<file path="config.mk">
export PLATFORM = sky130hd
export DESIGN_NAME = raiz_n_flat
export DESIGN_NICKNAME = d
export VERILOG_FILES = /design/src/rtl/raiz_pkg.sv /design/src/rtl/raiz_n_if.sv /design/src/rtl/raiz_n_step.sv /design/src/rtl/raiz_n.sv /design/src/flat_wrapper.sv
export SDC_FILE = /design/constraint.sdc
export NUM_CORES = 1
export LEC_CHECK = 0
export CORE_MARGIN = 2
export CORE_UTILIZATION = 55
export DETAILED_ROUTE_END_ITERATION = 8
export PLACE_DENSITY = 0.8
export SLEW_MARGIN = 20
export SYNTH_ARGS = -nofsm -noshare
export SYNTH_HDL_FRONTEND = slang
export SYNTH_SLANG_ARGS = --single-unit
</file>
<file path="constraint.sdc">
create_clock -name clk -period 4.6 [get_ports clk]
set_input_delay 0.92 -clock clk [delete_from_list [all_inputs] [get_ports clk]]
set_output_delay 0.92 -clock clk [all_outputs]
set_load 0.05 [all_outputs]
</file>
<file path="src/rtl/raiz_pkg.sv">
// rtl/raiz_pkg.sv - shared types and width helpers for the integer square-root unit
// Purpose: FSM state encoding and result-width helpers used by raiz_n, raiz_n_if and raiz_step.
// Ports: none (package).
package raiz_pkg;

  typedef enum logic [1:0] {
    IDLE = 2'd0,
    CALC = 2'd1,
    DONE = 2'd2
  } state_t;

  // Root width for a given radicand width.
  function automatic int raiz_w_root(input int width);
    return width / 2;
  endfunction

  // Final remainder width; the remainder never exceeds 2*root.
  function automatic int raiz_w_rem(input int width);
    return width / 2 + 1;
  endfunction

endpackage

</file>
<file path="src/rtl/raiz_n_if.sv">
// rtl/raiz_n_if.sv - start/result handshake bundle for the square-root unit
// Purpose: groups the request (init, in_RR) and result (out_*) signals of raiz_n.
// Ports:
//   init      start request
//   in_RR     WIDTH-bit unsigned radicand
//   out_Q     WIDTH/2-bit root
//   out_R     WIDTH/2+1-bit remainder
//   out_DONE  one-cycle result-valid pulse
//   out_BUSY  operation in progress
//   out_EXACT remainder is zero
// Modports: master drives requests, slave (the unit) drives results.
interface raiz_n_if #(
  parameter int WIDTH = 16
);
  import raiz_pkg::*;

  logic                          init;
  logic [WIDTH-1:0]              in_RR;
  logic [raiz_w_root(WIDTH)-1:0] out_Q;
  logic [raiz_w_rem(WIDTH)-1:0]  out_R;
  logic                          out_DONE;
  logic                          out_BUSY;
  logic                          out_EXACT;

  modport master (
    output init, in_RR,
    input  out_Q, out_R, out_DONE, out_BUSY, out_EXACT
  );

  modport slave (
    input  init, in_RR,
    output out_Q, out_R, out_DONE, out_BUSY, out_EXACT
  );

endinterface

</file>
<file path="src/rtl/raiz_n_step.sv">
// rtl/raiz_n_step.sv - one restoring iteration of the digit-by-digit square root
// Purpose: combinational cell producing the next working remainder and next root bit.
// Ports:
//   rem_i   current working remainder (WIDTH/2+2 bits)
//   root_i  root bits developed so far (WIDTH/2 bits)
//   rad_i   next two radicand bits (MSB pair)
//   rem_o   next working remainder
//   bit_o   next root bit
module raiz_step
  import raiz_pkg::*;
#(
  parameter  int WIDTH = 16,
  localparam int WQ    = raiz_w_root(WIDTH),
  localparam int WM    = WQ + 2
) (
  input  logic [WM-1:0] rem_i,
  input  logic [WQ-1:0] root_i,
  input  logic [1:0]    rad_i,
  output logic [WM-1:0] rem_o,
  output logic          bit_o
);

  logic [WM-1:0] trial;
  logic [WM-1:0] test;

  // The top two remainder bits are always zero here (rem <= 2*root), so the
  // shift loses nothing and the whole compare fits in WM bits.
  assign trial = (rem_i << 2) | WM'(rad_i);
  assign test  = {root_i, 2'b01};
  assign bit_o = (trial >= test);
  assign rem_o = bit_o ? (trial - test) : trial;

endmodule

</file>
<file path="src/rtl/raiz_n.sv">
// rtl/raiz_n.sv - parametrised integer square root, one root bit per clock
// Purpose: computes floor(sqrt(in_RR)) and in_RR - root^2 with a busy/done handshake.
// Ports:
//   clk  system clock, rising edge
//   rst  asynchronous active-high reset
//   bus  raiz_n_if slave: init/in_RR in, out_Q/out_R/out_DONE/out_BUSY/out_EXACT out
module raiz_n
  import raiz_pkg::*;
#(
  parameter  int WIDTH = 16,
  localparam int CNT_W = $clog2(WIDTH / 2 + 1)
) (
  input  logic       clk,
  input  logic       rst,
  raiz_n_if.slave    bus
);

  localparam int WQ = raiz_w_root(WIDTH);
  localparam int WR = raiz_w_rem(WIDTH);
  localparam int WM = WQ + 2;

  if ((WIDTH % 2) != 0 || WIDTH < 4) begin : g_width_check
    $error("raiz_n: WIDTH must be even and >= 4");
  end

  state_t           state_q, state_d;
  logic [WIDTH-1:0] rad_q,   rad_d;
  logic [WM-1:0]    rem_q,   rem_d;
  logic [WQ-1:0]    root_q,  root_d;
  logic [CNT_W-1:0] cnt_q,   cnt_d;
  logic [WQ-1:0]    q_q,     q_d;
  logic [WR-1:0]    r_q,     r_d;
  logic             exact_q, exact_d;

  logic [WM-1:0]    step_rem;
  logic             step_bit;

  raiz_step #(.WIDTH(WIDTH)) u_step (
    .rem_i  (rem_q),
    .root_i (root_q),
    .rad_i  (rad_q[WIDTH-1:WIDTH-2]),
    .rem_o  (step_rem),
    .bit_o  (step_bit)
  );

  always_comb begin
    state_d = state_q;
    rad_d   = rad_q;
    rem_d   = rem_q;
    root_d  = root_q;
    cnt_d   = cnt_q;
    q_d     = q_q;
    r_d     = r_q;
    exact_d = exact_q;

    case (state_q)
      IDLE, DONE: begin
        // DONE accepts a new request exactly like IDLE for back-to-back use.
        if (bus.init) begin
          rad_d   = bus.in_RR;
          rem_d   = '0;
          root_d  = '0;
          cnt_d   = CNT_W'(WQ);
          state_d = CALC;
        end else begin
          state_d = IDLE;
        end
      end
      CALC: begin
        rem_d  = step_rem;
        root_d = {root_q[WQ-2:0], step_bit};
        rad_d  = rad_q << 2;
        cnt_d  = cnt_q - CNT_W'(1);
        if (cnt_q == CNT_W'(1)) begin
          // Results are published only on the final iteration.
          state_d = DONE;
          q_d     = {root_q[WQ-2:0], step_bit};
          r_d     = step_rem[WR-1:0];
          exact_d = (step_rem == '0);
        end
      end
      default: state_d = IDLE;
    endcase
  end

  always_ff @(posedge clk or posedge rst) begin
    if (rst) begin
      state_q <= IDLE;
      rad_q   <= '0;
      rem_q   <= '0;
      root_q  <= '0;
      cnt_q   <= '0;
      q_q     <= '0;
      r_q     <= '0;
      exact_q <= 1'b0;
    end else begin
      state_q <= state_d;
      rad_q   <= rad_d;
      rem_q   <= rem_d;
      root_q  <= root_d;
      cnt_q   <= cnt_d;
      q_q     <= q_d;
      r_q     <= r_d;
      exact_q <= exact_d;
    end
  end

  assign bus.out_Q     = q_q;
  assign bus.out_R     = r_q;
  assign bus.out_EXACT = exact_q;
  assign bus.out_DONE  = (state_q == DONE);
  assign bus.out_BUSY  = (state_q == CALC);

endmodule

</file>
<file path="src/flat_wrapper.sv">
// flat-port wrapper written by rule: the top's interface ports become plain ports
module raiz_n_flat import raiz_pkg::*;
#(
  parameter  int WIDTH = 16,
  localparam int CNT_W = $clog2(WIDTH / 2 + 1)
)
  (clk, rst, bus_init, bus_in_RR, bus_out_Q, bus_out_R, bus_out_DONE, bus_out_BUSY, bus_out_EXACT);
  raiz_n_if #(.WIDTH(WIDTH)) bus_i ();
  input  logic clk;
  input  logic rst;
  input wire logic [$bits(bus_i.init)-1:0] bus_init;
  input wire logic [$bits(bus_i.in_RR)-1:0] bus_in_RR;
  output wire logic [$bits(bus_i.out_Q)-1:0] bus_out_Q;
  output wire logic [$bits(bus_i.out_R)-1:0] bus_out_R;
  output wire logic [$bits(bus_i.out_DONE)-1:0] bus_out_DONE;
  output wire logic [$bits(bus_i.out_BUSY)-1:0] bus_out_BUSY;
  output wire logic [$bits(bus_i.out_EXACT)-1:0] bus_out_EXACT;
  assign bus_i.init = bus_init;
  assign bus_i.in_RR = bus_in_RR;
  assign bus_out_Q = bus_i.out_Q;
  assign bus_out_R = bus_i.out_R;
  assign bus_out_DONE = bus_i.out_DONE;
  assign bus_out_BUSY = bus_i.out_BUSY;
  assign bus_out_EXACT = bus_i.out_EXACT;
  raiz_n #(.WIDTH(WIDTH)) u_core (.clk(clk), .rst(rst), .bus(bus_i));
endmodule
</file>
* Yosys cells after proc, flatten, opt, wreduce, memory -nomap -nowiden *
Index checks and enable logic that the tools add are counted.

word-level totals
  register bits after elaboration = 56
  bits of input ports = 19
  output and inout bits = 20
  logic and storage cells = 35

operators by class
  add/subtract/negate cells = 2
  magnitude comparators = 1
  eq/ne operators = 5
  muxes and demuxes = 12
  bitwise gates (word level) = 1
  reduce and logical (&&, ||, !) cells = 6

operators by type and width
  kind                                                                      number
  16-bit case mux with 2 select lines                                       1
  8-bit case mux with 2 select lines                                        2
  16-bit two-way mux                                                        1
  8-bit two-way mux                                                         2
  10-bit greater-or-equal comparator                                        1
  10-bit zero test                                                          1
  10-bit two-way mux                                                        1
  10-bit by 2-bit OR with 10-bit output                                     1
  10-bit subtractor                                                         1
  4-bit case mux with 2 select lines                                        1
  4-bit by 1-bit equality test with 1-bit output (second input constant)    1
  4-bit two-way mux                                                         1
  2-bit case mux with 2 select lines                                        1
  2-bit AND reduction                                                       2
  4-bit by 1-bit subtractor with 4-bit output (second input constant)       1
  2-bit by 1-bit equality test with 1-bit output (second input constant)    1
  2-bit equality test (second input constant)                               1
  2-bit zero test                                                           1
  2-bit two-way mux                                                         1
  2-bit by 1-bit inequality test with 1-bit output (second input constant)  1
  2-bit inequality test (second input constant)                             1
  2-bit nonzero test                                                        1
  2-bit OR reduction                                                        1
  1-bit two-way mux                                                         1

* Longest topological paths before layout *
  depth after elaboration = 4
  mapped depth = 10
  mapped depth without buffers = 8

* By module *
Synthesis repeated with hierarchy kept, for this count alone.

second synthesis, totals
  cell total of the unflattened synthesis = 253
  area, all modules = 2976.6 um2

modules (own cells, without submodules)
  module     times used  cells an instance  area an instance (um2)  sequential area each (um2)
  raiz_n     1           177                2368.5                  1451.4
  raiz_step  1           76                 608.1                   0.0

* Worst setup path before layout *
Ideal clock, no wire load.

  path type = register to register
  start point = register u_core.rem_q[3]
  end point = register u_core.r_q[4], in the netlist u_core.bus.out_R[4]
  library setup time = 0.125 ns
  data arrival time = 2.191 ns
  data required time = 4.475 ns
  path slack = 2.284 ns
  cell stages (with the launch flop) = 8
  path buffers = 1
  period minus slack after synthesis = 2.316 ns
  cells stage by stage = dfrtp_1 -> ha_1 -> buf_4 -> a21oi_2 -> o211ai_2 -> a221oi_4 -> mux2_2 -> mux2_2

on the way
  word-level cells in the longest chain between the ends = 3

ends and longest elaborated chain
  item                                   line               text
  start, declared                        raiz_n.sv:28       logic [WM-1:0] rem_q, rem_d;
  start signal, assigned                 raiz_n.sv:99       rem_q <= rem_d;
  10-bit by 2-bit OR with 10-bit output  raiz_n_step.sv:28  assign trial = (rem_i << 2) | WM'(rad_i);
  10-bit greater-or-equal comparator     raiz_n_step.sv:30  assign bit_o = (trial >= test);
  10-bit two-way mux                     raiz_n_step.sv:31  assign rem_o = bit_o ? (trial - test) : trial;
  end signal, assigned                   raiz_n.sv:103      r_q <= r_d;
  end, declared                          raiz_n.sv:32       logic [WR-1:0] r_q, r_d;

No other way between the ends.
A chain may end at the register's enable or synchronous reset.

* Worst setup path in the final report *
  start point = register u_core.state_q[1]
  end point = output port bus_out_BUSY

on the way
  word-level cells in the longest chain between the ends = 1

ends and longest elaborated chain
  item                                            line                text
  start, declared                                 raiz_n.sv:26        state_t state_q, state_d;
  start signal, assigned                          raiz_n.sv:97        state_q <= state_d;
  2-bit by 1-bit equality test with 1-bit output  raiz_n.sv:112       assign bus.out_BUSY = (state_q == CALC);
  end, declared                                   flat_wrapper.sv:16  output wire logic [$bits(bus_i.out_BUSY)-1:0] bus_out_BUSY;

No other way between the ends.

==> reports/metrics.csv <==
metric;value;unit
crit_chain;nand2b_1 -> inv_1 -> clkdlybuf4s50_1;
grt_pass1_vias;2163;
cts_resized;0;
slew_headroom;33.95;%
postCtsHoldBufs;0;
drv_cap;0;
setup_tns;0;ns
grt_max_degree;36;
clock_skew;0.004848;ns
clockBufferDepth;2;
syn_area;0.002866;mm²
antenna_found_initial;0;
place.gp.congestion;0.9149;
portBuffers;38;
drc;0;
hp-class;flip-flop to flip-flop;
synth_top_area_share;48.89;%
drv_slew;0;
synthTopCellsByArea;dfrtp_1 (49%), nand2_1 (7.9%), ha_1 (5.2%);
grt_usage;22.14;%
status;completed;
finalHoldViolCount;0;
synth_nets;324;
die_w;76.19;µm
worst_pin_slew;0.9884;ns
ys_ff_latch;56;
synth_cells;293;
final.min_clock_period;3.117;ns
wl;6085;µm
async_flop_share;100.0;%
grt_overflow;0;
postCtsSetupBuffers;0;
num_vias;2223;
cts.clk_slew.worst_paths;0.10;ns
grt_pass1_wl;10410;µm
critPathMaxStageDelay;0.82;ns
fmax;320.9;MHz
core_area;0.005075;mm²
first_pass_iters;5;
clock_latency;0.30;ns
ys_warn_count;0;
fin_crit_sh;67.75;%
syn2layout_area_growth;18.20;%
dpl.hpwl;4325;µm
htreeDepth;2;
synth_flop_cell;dfrtp_1;
via_per_inst;5.571;
pre_cts_slack;1.751;ns
antenna_cells;0;
cts_tree;built;
timing.final.ws_setup;1.483;ns
rsz0062_at_grt;no;
ant_nets;0;
cts_buffers;5;
drtIter0Drc;149;
synth_largest_area_cell;dfrtp_1;
syn_area_per_cell;9.783;µm²
synth-edff-count;0;
clockRootBuffer;clkbuf_8;
cp.arrival;2.20;ns
ys_types;47;
yosysSeqAreaShare;48.89;%
path_max_fanout;18;
cts.sinks;56;
end_kind;primary output;
setup_viol;0;
dieArea;0.005805;mm²
worstPathRequired;3.68;ns
routedWlPerCell;15.25;µm
path_class;flip-flop to primary output;
start_util;56.48;%
ios;39;
die_h;76.19;µm
drive_gt1_share;10.03;%
nNetsFinal;359;
rows;26;
worst_setup_path_start_kind;flip-flop;
slowest_stage;clkdlybuf4s50_1;
registers in the layout, summed over array words and instances (netlist names):
register and cells:
u_core.bus.out_EXACT 1, u_core.bus.out_Q 8, u_core.bus.out_R 9, u_core.cnt_q 4
u_core.rad_q 16, u_core.rem_q 8, u_core.root_q 8, u_core.state_q 2
area by class of cell:
class,instances,area (µm²)
clock buffers,6,82.58
clock inverters,2,10.01
fillers,437,1687
inverters,19,71.32
multi-input cells,204,1325
flip-flops and latches,56,1401
well taps,70,87.58
repair buffers,42,410.4
cell usage in the layout (no fill, tap or decap), types with 5 or more instances in the layout:
cell type        count
dfrtp_1             56
o21ai_1              9
mux2i_1              6
inv_1               18
a22o_1               5
a22oi_1             12
clkdlybuf4s50_1     38
o21ai_0             29
nor2_1               7
ha_1                12
clkbuf_8             6
nand2_1             60
cell usage after synthesis (4+ instances only):
library cell,count
nand2_1,60
dfrtp_1,56
o21ai_0,29
inv_1,19
a22oi_1,12
ha_1,12
clkbuf_1,11
o21ai_1,9
nor2_1,8
mux2i_1,6
a22o_1,5
a21oi_1,4
mux2_2,4
nand3_1,4
nor3_1,4
xnor2_1,4
path summary, 6_finish.rpt:
kind / startpoint / end / slack [ns] / cells after the start
hold reg to reg: u_core.bus.out_R[7] / u_core.bus.out_R[7] / 0.48 / 2
max in group asynchronous: rst / u_core.rem_q[3] / 2.77 / 3
min in group asynchronous: rst / u_core.cnt_q[1] / 1.05 / 2
setup reg to reg: u_core.state_q[1] / u_core.bus.out_R[4] / 1.76 / 6
setup / recovery: u_core.state_q[1] / bus_out_BUSY / 1.48 / 3
hold / removal: u_core.bus.out_R[7] / u_core.bus.out_R[7] / 0.48 / 2
metrics by stage:
step	util, %	instances	area [µm²]	hold slack [ns]
floorplan	-	293	2867	0.4463
finish	66.77	399	3388	0.4819
detailed placement	64.94	391	3296	0.4651
global route	66.77	399	3388	0.5062
global placement	64.94	391	3296	0.4578
CTS	66.77	399	3388	0.4906
cell families after synthesis:
logic type               count (synthesis)  synth area share (%)
multiplexers                            10                 3.666
adder cells (fa/ha/maj)                 12                 5.238
AO/OA/AOI/OAI                           83                 20.17
flip-flops                              56                 48.89
AND/OR/NAND/NOR                         93                 15.23
XOR/XNOR                                 6                 1.833
buffers and inverters                   33                 4.976
critical path, delay by kind of cell, from the launching register on:
family	cells	cell delay, ns
AND/OR/NAND/NOR	1	0.47
flip-flops	1	0.39
buffers and inverters	2	1.03
metal layers:
| metal | track usage, % | wire, µm |
|---|---|---|
| met4 | 7.273 | 77 |
| met3 | 2.844 | 274 |
| met5 | 0 | 0 |
| met1 | 31.09 | 2843 |
| met2 | 36.07 | 2890 |
Power is not shown: default switching activity piles up to over one toggle a cycle in this logic, so the estimate is an artifact.
